$ cat config.mk
export PLATFORM = sky130hd
export DESIGN_NAME = ram_req_arbiter
export DESIGN_NICKNAME = d
export VERILOG_FILES = /design/src/rtl/ram_arb_pkg.sv /design/src/rtl/arb2_grant.sv /design/src/rtl/ram_req_arbiter.sv
export SDC_FILE = /design/constraint.sdc
export NUM_CORES = 1
export LEC_CHECK = 0
export CORE_AREA = 2 2 76 78
export CTS_BUF_LIST = sky130_fd_sc_hd__clkbuf_2 sky130_fd_sc_hd__clkbuf_4 sky130_fd_sc_hd__clkbuf_8
export DETAILED_ROUTE_END_ITERATION = 16
export DIE_AREA = 0 0 78 80
export GPL_ROUTABILITY_DRIVEN = 0
export HOLD_SLACK_MARGIN = 0.05
export PLACE_DENSITY = 0.85
export SYNTH_ARGS = -nofsm -noshare
export SYNTH_HDL_FRONTEND = slang
export SYNTH_HIERARCHICAL = 1
export SYNTH_SLANG_ARGS = --single-unit
$ cat constraint.sdc
create_clock -name clk -period 4.05 [get_ports clk]
set_clock_uncertainty 0.1 [all_clocks]
set_input_delay 0.81 -clock clk [delete_from_list [all_inputs] [get_ports clk]]
set_output_delay 0.81 -clock clk [all_outputs]
set_load 0.01 [all_outputs]
$ cat src/rtl/ram_arb_pkg.sv
// ram_arb_pkg: shared types and constants for the RAM request arbiter.
// Holds the FSM state encoding, the default-width request record and the
// requester count used by ram_req_arbiter and arb2_grant.
package ram_arb_pkg;

    localparam int N_REQ      = 2;
    localparam int WORD_DEF   = 16;
    localparam int ADDR_W_DEF = 8;

    typedef enum logic [1:0] {
        ST_IDLE = 2'd0,
        ST_CMD  = 2'd1,
        ST_CAPT = 2'd2,
        ST_RSP  = 2'd3
    } state_e;

    typedef struct packed {
        logic [ADDR_W_DEF-1:0] addr;
        logic [WORD_DEF-1:0]   wdata;
        logic                  write;
    } req_t;

endpackage

$ cat src/rtl/arb2_grant.sv
// arb2_grant: two-input grant logic producing a one-hot (or zero) grant.
// Build option RAM_ARB_ROUND_ROBIN_EN: when defined, a one-bit pointer makes
// the requester not granted last win a tie; when undefined, requester 0 wins
// every tie and no pointer register exists.
module arb2_grant
    import ram_arb_pkg::*;
(
    input  logic             clk,
    input  logic             rst,
    input  logic [N_REQ-1:0] valid_i,
    input  logic             accept_i,
    input  logic             accept_id_i,
    output logic [N_REQ-1:0] grant_o
);

`ifdef RAM_ARB_ROUND_ROBIN_EN
    // prio_q = 1 means requester 1 wins the next tie
    logic prio_q, prio_d;

    // Point at the other requester after every accept
    always_comb begin
        prio_d = prio_q;
        if (accept_i) begin
            prio_d = ~accept_id_i;
        end
    end

    // Pointer register, reset to favour requester 0
    always_ff @(posedge clk) begin
        if (rst) begin
            prio_q <= 1'b0;
        end else begin
            prio_q <= prio_d;
        end
    end

    // Single valid requester wins outright; ties resolved by the pointer
    always_comb begin
        grant_o = '0;
        case (valid_i)
            2'b01:   grant_o = 2'b01;
            2'b10:   grant_o = 2'b10;
            2'b11:   grant_o = prio_q ? 2'b10 : 2'b01;
            default: grant_o = '0;
        endcase
    end
`else
    // Fixed priority needs no state; these inputs are intentionally unused
    logic unused_ctrl;
    assign unused_ctrl = ^{clk, rst, accept_i, accept_id_i};

    // Requester 0 always wins; requester 1 only when 0 is idle
    always_comb begin
        grant_o = '0;
        if (valid_i[0]) begin
            grant_o = 2'b01;
        end else if (valid_i[1]) begin
            grant_o = 2'b10;
        end
    end
`endif

endmodule

$ cat src/rtl/ram_req_arbiter.sv
// ram_req_arbiter: front end that lets two valid/ready requesters share one
// RAM port. One transaction in flight: IDLE -> CMD -> CAPT -> RSP -> IDLE.
// All outputs are registered. Build option RAM_ARB_ROUND_ROBIN_EN selects
// round-robin tie breaking in arb2_grant (default: requester 0 priority).
module ram_req_arbiter
    import ram_arb_pkg::*;
#(
    parameter int WORD   = 16,
    parameter int ADDR_W = 8
) (
    input  logic                    clk,
    input  logic                    rst,
    input  logic [N_REQ-1:0]        req_valid_i,
    output logic [N_REQ-1:0]        req_ready_o,
    input  logic [N_REQ*ADDR_W-1:0] req_addr_i,
    input  logic [N_REQ*WORD-1:0]   req_wdata_i,
    input  logic [N_REQ-1:0]        req_write_i,
    output logic [N_REQ-1:0]        rsp_valid_o,
    input  logic [N_REQ-1:0]        rsp_ready_i,
    output logic [WORD-1:0]         rsp_rdata_o,
    output logic                    ram_en_o,
    output logic [ADDR_W-1:0]       ram_addr_o,
    output logic [WORD-1:0]         ram_wdata_o,
    output logic                    ram_write_o,
    input  logic [WORD-1:0]         ram_rdata_i
);

    state_e             state_q, state_d;
    logic [N_REQ-1:0]   req_ready_q, req_ready_d;
    logic [N_REQ-1:0]   rsp_valid_q;
    logic [WORD-1:0]    rsp_rdata_q;
    logic               ram_en_q;
    logic               ram_write_q;
    logic [ADDR_W-1:0]  ram_addr_q;
    logic [WORD-1:0]    ram_wdata_q;
    logic               cmd_write_q;
    logic               id_q;

    logic [N_REQ-1:0]   grant;
    logic               accept;
    logic               acc_id;
    logic               rsp_done;
    logic [ADDR_W-1:0]  sel_addr;
    logic [WORD-1:0]    sel_wdata;
    logic               sel_write;

    // req_ready_q is one-hot in IDLE, so its upper bit names the accepted requester
    assign acc_id    = req_ready_q[1];
    assign accept    = (state_q == ST_IDLE) && ((req_valid_i & req_ready_q) != '0);
    assign rsp_done  = (state_q == ST_RSP) && rsp_ready_i[id_q];

    assign sel_addr  = acc_id ? req_addr_i[2*ADDR_W-1:ADDR_W] : req_addr_i[ADDR_W-1:0];
    assign sel_wdata = acc_id ? req_wdata_i[2*WORD-1:WORD]    : req_wdata_i[WORD-1:0];
    assign sel_write = req_write_i[acc_id];

    arb2_grant u_grant (
        .clk         (clk),
        .rst         (rst),
        .valid_i     (req_valid_i),
        .accept_i    (accept),
        .accept_id_i (acc_id),
        .grant_o     (grant)
    );

    // Next state and next ready; ready is decided one cycle ahead so it can be registered
    always_comb begin
        state_d     = state_q;
        req_ready_d = '0;
        case (state_q)
            ST_IDLE: begin
                if (accept) begin
                    state_d = ST_CMD;
                end else begin
                    req_ready_d = grant;
                end
            end
            ST_CMD:  state_d = ST_CAPT;
            ST_CAPT: state_d = ST_RSP;
            ST_RSP: begin
                if (rsp_done) begin
                    state_d     = ST_IDLE;
                    req_ready_d = grant;
                end
            end
            default: state_d = ST_IDLE;
        endcase
    end

    // FSM, command registers, RAM drive and response registers
    always_ff @(posedge clk) begin
        if (rst) begin
            state_q     <= ST_IDLE;
            req_ready_q <= '0;
            rsp_valid_q <= '0;
            rsp_rdata_q <= '0;
            ram_en_q    <= 1'b0;
            ram_write_q <= 1'b0;
            ram_addr_q  <= '0;
            ram_wdata_q <= '0;
            cmd_write_q <= 1'b0;
            id_q        <= 1'b0;
        end else begin
            state_q     <= state_d;
            req_ready_q <= req_ready_d;
            // RAM enable and strobe are high only in the CMD cycle
            ram_en_q    <= accept;
            ram_write_q <= accept & sel_write;
            if (accept) begin
                ram_addr_q  <= sel_addr;
                ram_wdata_q <= sel_wdata;
                cmd_write_q <= sel_write;
                id_q        <= acc_id;
            end
            if (state_q == ST_CAPT) begin
                rsp_rdata_q <= cmd_write_q ? '0 : ram_rdata_i;
                rsp_valid_q <= {id_q, ~id_q};
            end else if (rsp_done) begin
                rsp_valid_q <= '0;
            end
        end
    end

    assign req_ready_o = req_ready_q;
    assign rsp_valid_o = rsp_valid_q;
    assign rsp_rdata_o = rsp_rdata_q;
    assign ram_en_o    = ram_en_q;
    assign ram_addr_o  = ram_addr_q;
    assign ram_wdata_o = ram_wdata_q;
    assign ram_write_o = ram_write_q;

endmodule

==> run_results.csv <==
group,metric,value,unit
status,status,"finished clean",
cells_and_area,antennaDiodeCount,0,
power_and_ir_drop,clkPwrFrac,17.2,%
clock_network,insertion_delay,0.30,ns
power_and_ir_drop,irDropWorstVdd,226.4,uV
worst_setup_path,r2r-start,"state_q[0]$_SDFFE_PP0P_",
clock_network,cts_setup_buffers,0,
cells_and_area,final_area,3525,sq um
timing,min_period,2.884,ns
power_and_ir_drop,power.switching,556.7,uW
worst_setup_path,worstPathMaxFanout,20,
power_and_ir_drop,combPwrFrac,43.6,%
timing,rsz0062_at_grt,"false",
power_and_ir_drop,p_leak,0.001226,uW
power_and_ir_drop,powerDensity,463.5,nW/um^2
worst_setup_path,cp.buffers_inverters,2,
floorplanning,die_y,80,microns
worst_setup_path,crit_slowest_cell,"dfxtp_1",
min_path,hold_path.startpoint,"id_q$_SDFFE_PP0P_",
synth,synth_nets,310,
drt,drcViolationCount,0,
synth,seq_area_frac_synth,43.64,%
worst_setup_path,crit_type,"reg2out",
place,portBuffers,117,
synth,synthesis.area,2293,sq um
floorplanning,core_area,5405,sq um
grt,grt_start_max_net_pins,52,
drt,drt-initial-drc-count,69,
drt,ant_nets,0,
clock_network,post_cts_resized,0,
clock_network,path_clk_slew,0.08,ns
cells_and_area,layout.cells.most_common,"clkdlybuf4s50_1",
synth,yosys.area.top_type,"dfxtp_1",
floorplanning,die_w,78,microns
synth,ys_ff_latch,50,
timing,fmax,0.3467,GHz
clock_network,clock-sinks,50,
clock_network,cts_max_level,2,
drt,routedWlPerCell,14.73,microns
drt,drt-total-wl,6.055,mm
grt,grt_pass1_wl,9.446,mm
clock_network,clockRootBuffer,"clkbuf_8",
timing,tightest_slew,1.133,ns
clock_network,cts_tree,"built",
cells_and_area,fillCellCount,448,
timing,max_slew_margin,24.34,%
grt,grt_util_all_layers,19.10,%
floorplanning,placementRows,27,
cells_and_area,final_cell_mix,"clkdlybuf4s50_1 (116), dfxtp_1 (50), a21oi_1 (44), mux2i_1 (27)",
timing,setup_viol_count_final,0,
worst_setup_path,arrival,1.97,ns
worst_setup_path,critPathLaunch,"req_ready_o[1]$_SDFF_PP0_",
synth,postSynthCellCount,235,
synth,synthTopCellsByArea,"dfxtp_1 (44%), mux2i_1 (12%), a211oi_2 (10%)",
place,placed_cell_area,3441,sq um
worst_setup_path,critPathTopFamily,"buffers and inverters",
drt,drt-pass1-iter-count,4,
timing,setup_ws,1.166,ns
grt,grt_overflow,0,
drt,num_vias,2049,
clock_network,cts_buffer_depth,2,
grt,grt_antenna_before_repair,0,
synth,synth_top_area_share,43.64,%
synth,synth_cell_type_count,26,
drt,viasPerCell,4.985,
place,pre_cts_ws,1.352,ns
synth,yosys_warnings,6,
worst_setup_path,worstPathCellList,"buf_4 -> clkdlybuf4s50_1",
timing,hold_viol_final,0,
timing,period_share,71.21,%
timing,finalSetupTns,0,ns
floorplanning,die-area,6240,sq um
power_and_ir_drop,p_seq_share,39.3,%
worst_setup_path,required,3.14,ns
cells_and_area,seqCellArea,1001,sq um
clock_network,postCtsHoldBufs,0,
grt,grt_pass1_vias,2028,
min_path,hold_class,"reg2reg",
cells_and_area,area_growth,53.68,%
cells_and_area,layout.nets,414,
power_and_ir_drop,swShare,34.07,%
synth,synth_area_per_cell,9.759,sq um
flow_run,timing.max_cap.violations,0,
cells_and_area,drive_above_1_share,9.735,%
floorplanning,ioPinCount,118,
power_and_ir_drop,internal-power,1077,uW
cells_and_area,multi_input_area,1140,sq um
clock_network,cts_made_buffers,5,
floorplanning,start_util,42.43,%
timing,slew_violations,0,
worst_setup_path,start_kind,"flop",
worst_setup_path,endpoint_kind,"primary output",
worst_setup_path,cpPeakStageDelay,0.64,ns
place,dp_hpwl,4.294,mm
## worst paths after layout
path                             endpoint  slack, ns  cells past startpoint
max                        req_ready_o[1]       1.17                      2
min reg2reg   rsp_valid_o[1]$_SDFFE_PP0P_       0.43                      2
max reg2reg  rsp_rdata_o[11]$_SDFFE_PP0P_       1.51                      5
min           rsp_valid_o[1]$_SDFFE_PP0P_       0.43                      2
## sequential cells by signal (all words and copies together), names as in the netlist
signal       count
cmd_write_q      1
id_q             1
ram_addr_o       8
ram_en_o         1
ram_wdata_o     16
ram_write_o      1
req_ready_o      2
rsp_rdata_o     16
rsp_valid_o      2
state_q          2
## cells by family after synthesis
kind of cell	count (synthesis)	synth area share [%]
and+or+nand+nor	46	10.80
buffers and inverters	29	6.656
AOI/OAI and AO/OA	79	24.99
muxes	28	12.27
DFF	50	43.64
adders and majority gates	3	1.637
## area by class of cell
| cell class | count | share of cell area, % |
|---|---|---|
| Timing Repair Buffer | 119 | 33.51 |
| Multi-Input combinational cell | 156 | 32.34 |
| Sequential cell | 50 | 28.40 |
| Tap cell | 72 | 2.556 |
| Clock buffer | 7 | 2.378 |
| Inverter | 7 | 0.8165 |
## cell usage after synthesis, drive strengths merged
| cell | instances |
|---|---|
| ha | 3 |
| nand3 | 1 |
| nor3 | 1 |
| nand2 | 4 |
| mux2 | 1 |
| o21ai | 3 |
| a22oi | 1 |
| buf | 11 |
| inv | 7 |
| a22o | 1 |
| nor2 | 17 |
| a211oi | 27 |
| dfxtp | 50 |
| nand2b | 3 |
| nor2b | 20 |
| clkbuf | 11 |
| o22ai | 1 |
| a21oi | 44 |
| mux2i | 27 |
| a2111oi | 2 |
## worst register-to-register path: stages, from the launching register on
cell	delay, ns
dfxtp_1	0.33
inv_1	0.10
ha_1	0.67
nor2b_1	0.97
a21oi_1	0.19
nor2_1	0.12
## power groups by stage
stage	Sequential [uW]	Clock, uW	Combinational [uW]
after global routing	653	310	772
after detailed placement	650	0	710
after CTS	641	287	717
after floorplan	681	0	393
final	641	281	712
after global placement	650	0	692
## metal layers
metal  GRT usage [%]  share of wire [%]
met5               0                  0
met4           6.491                1.1
met3           4.638                4.8
met2           33.79                 50
met1           22.63                 44
## through the flow
step	total power (uW)	instances	utilization (%)	hold WS, ns
finish	1634	411	65.21	0.4289
global route	1735	411	65.21	0.4641
CTS	1645	411	65.21	0.4335
detailed placement	1360	404	63.66	0.4190
global placement	1342	404	63.66	0.3986
floorplan	1074	235	-	0.3844
(Power assumes the default switching activity.)
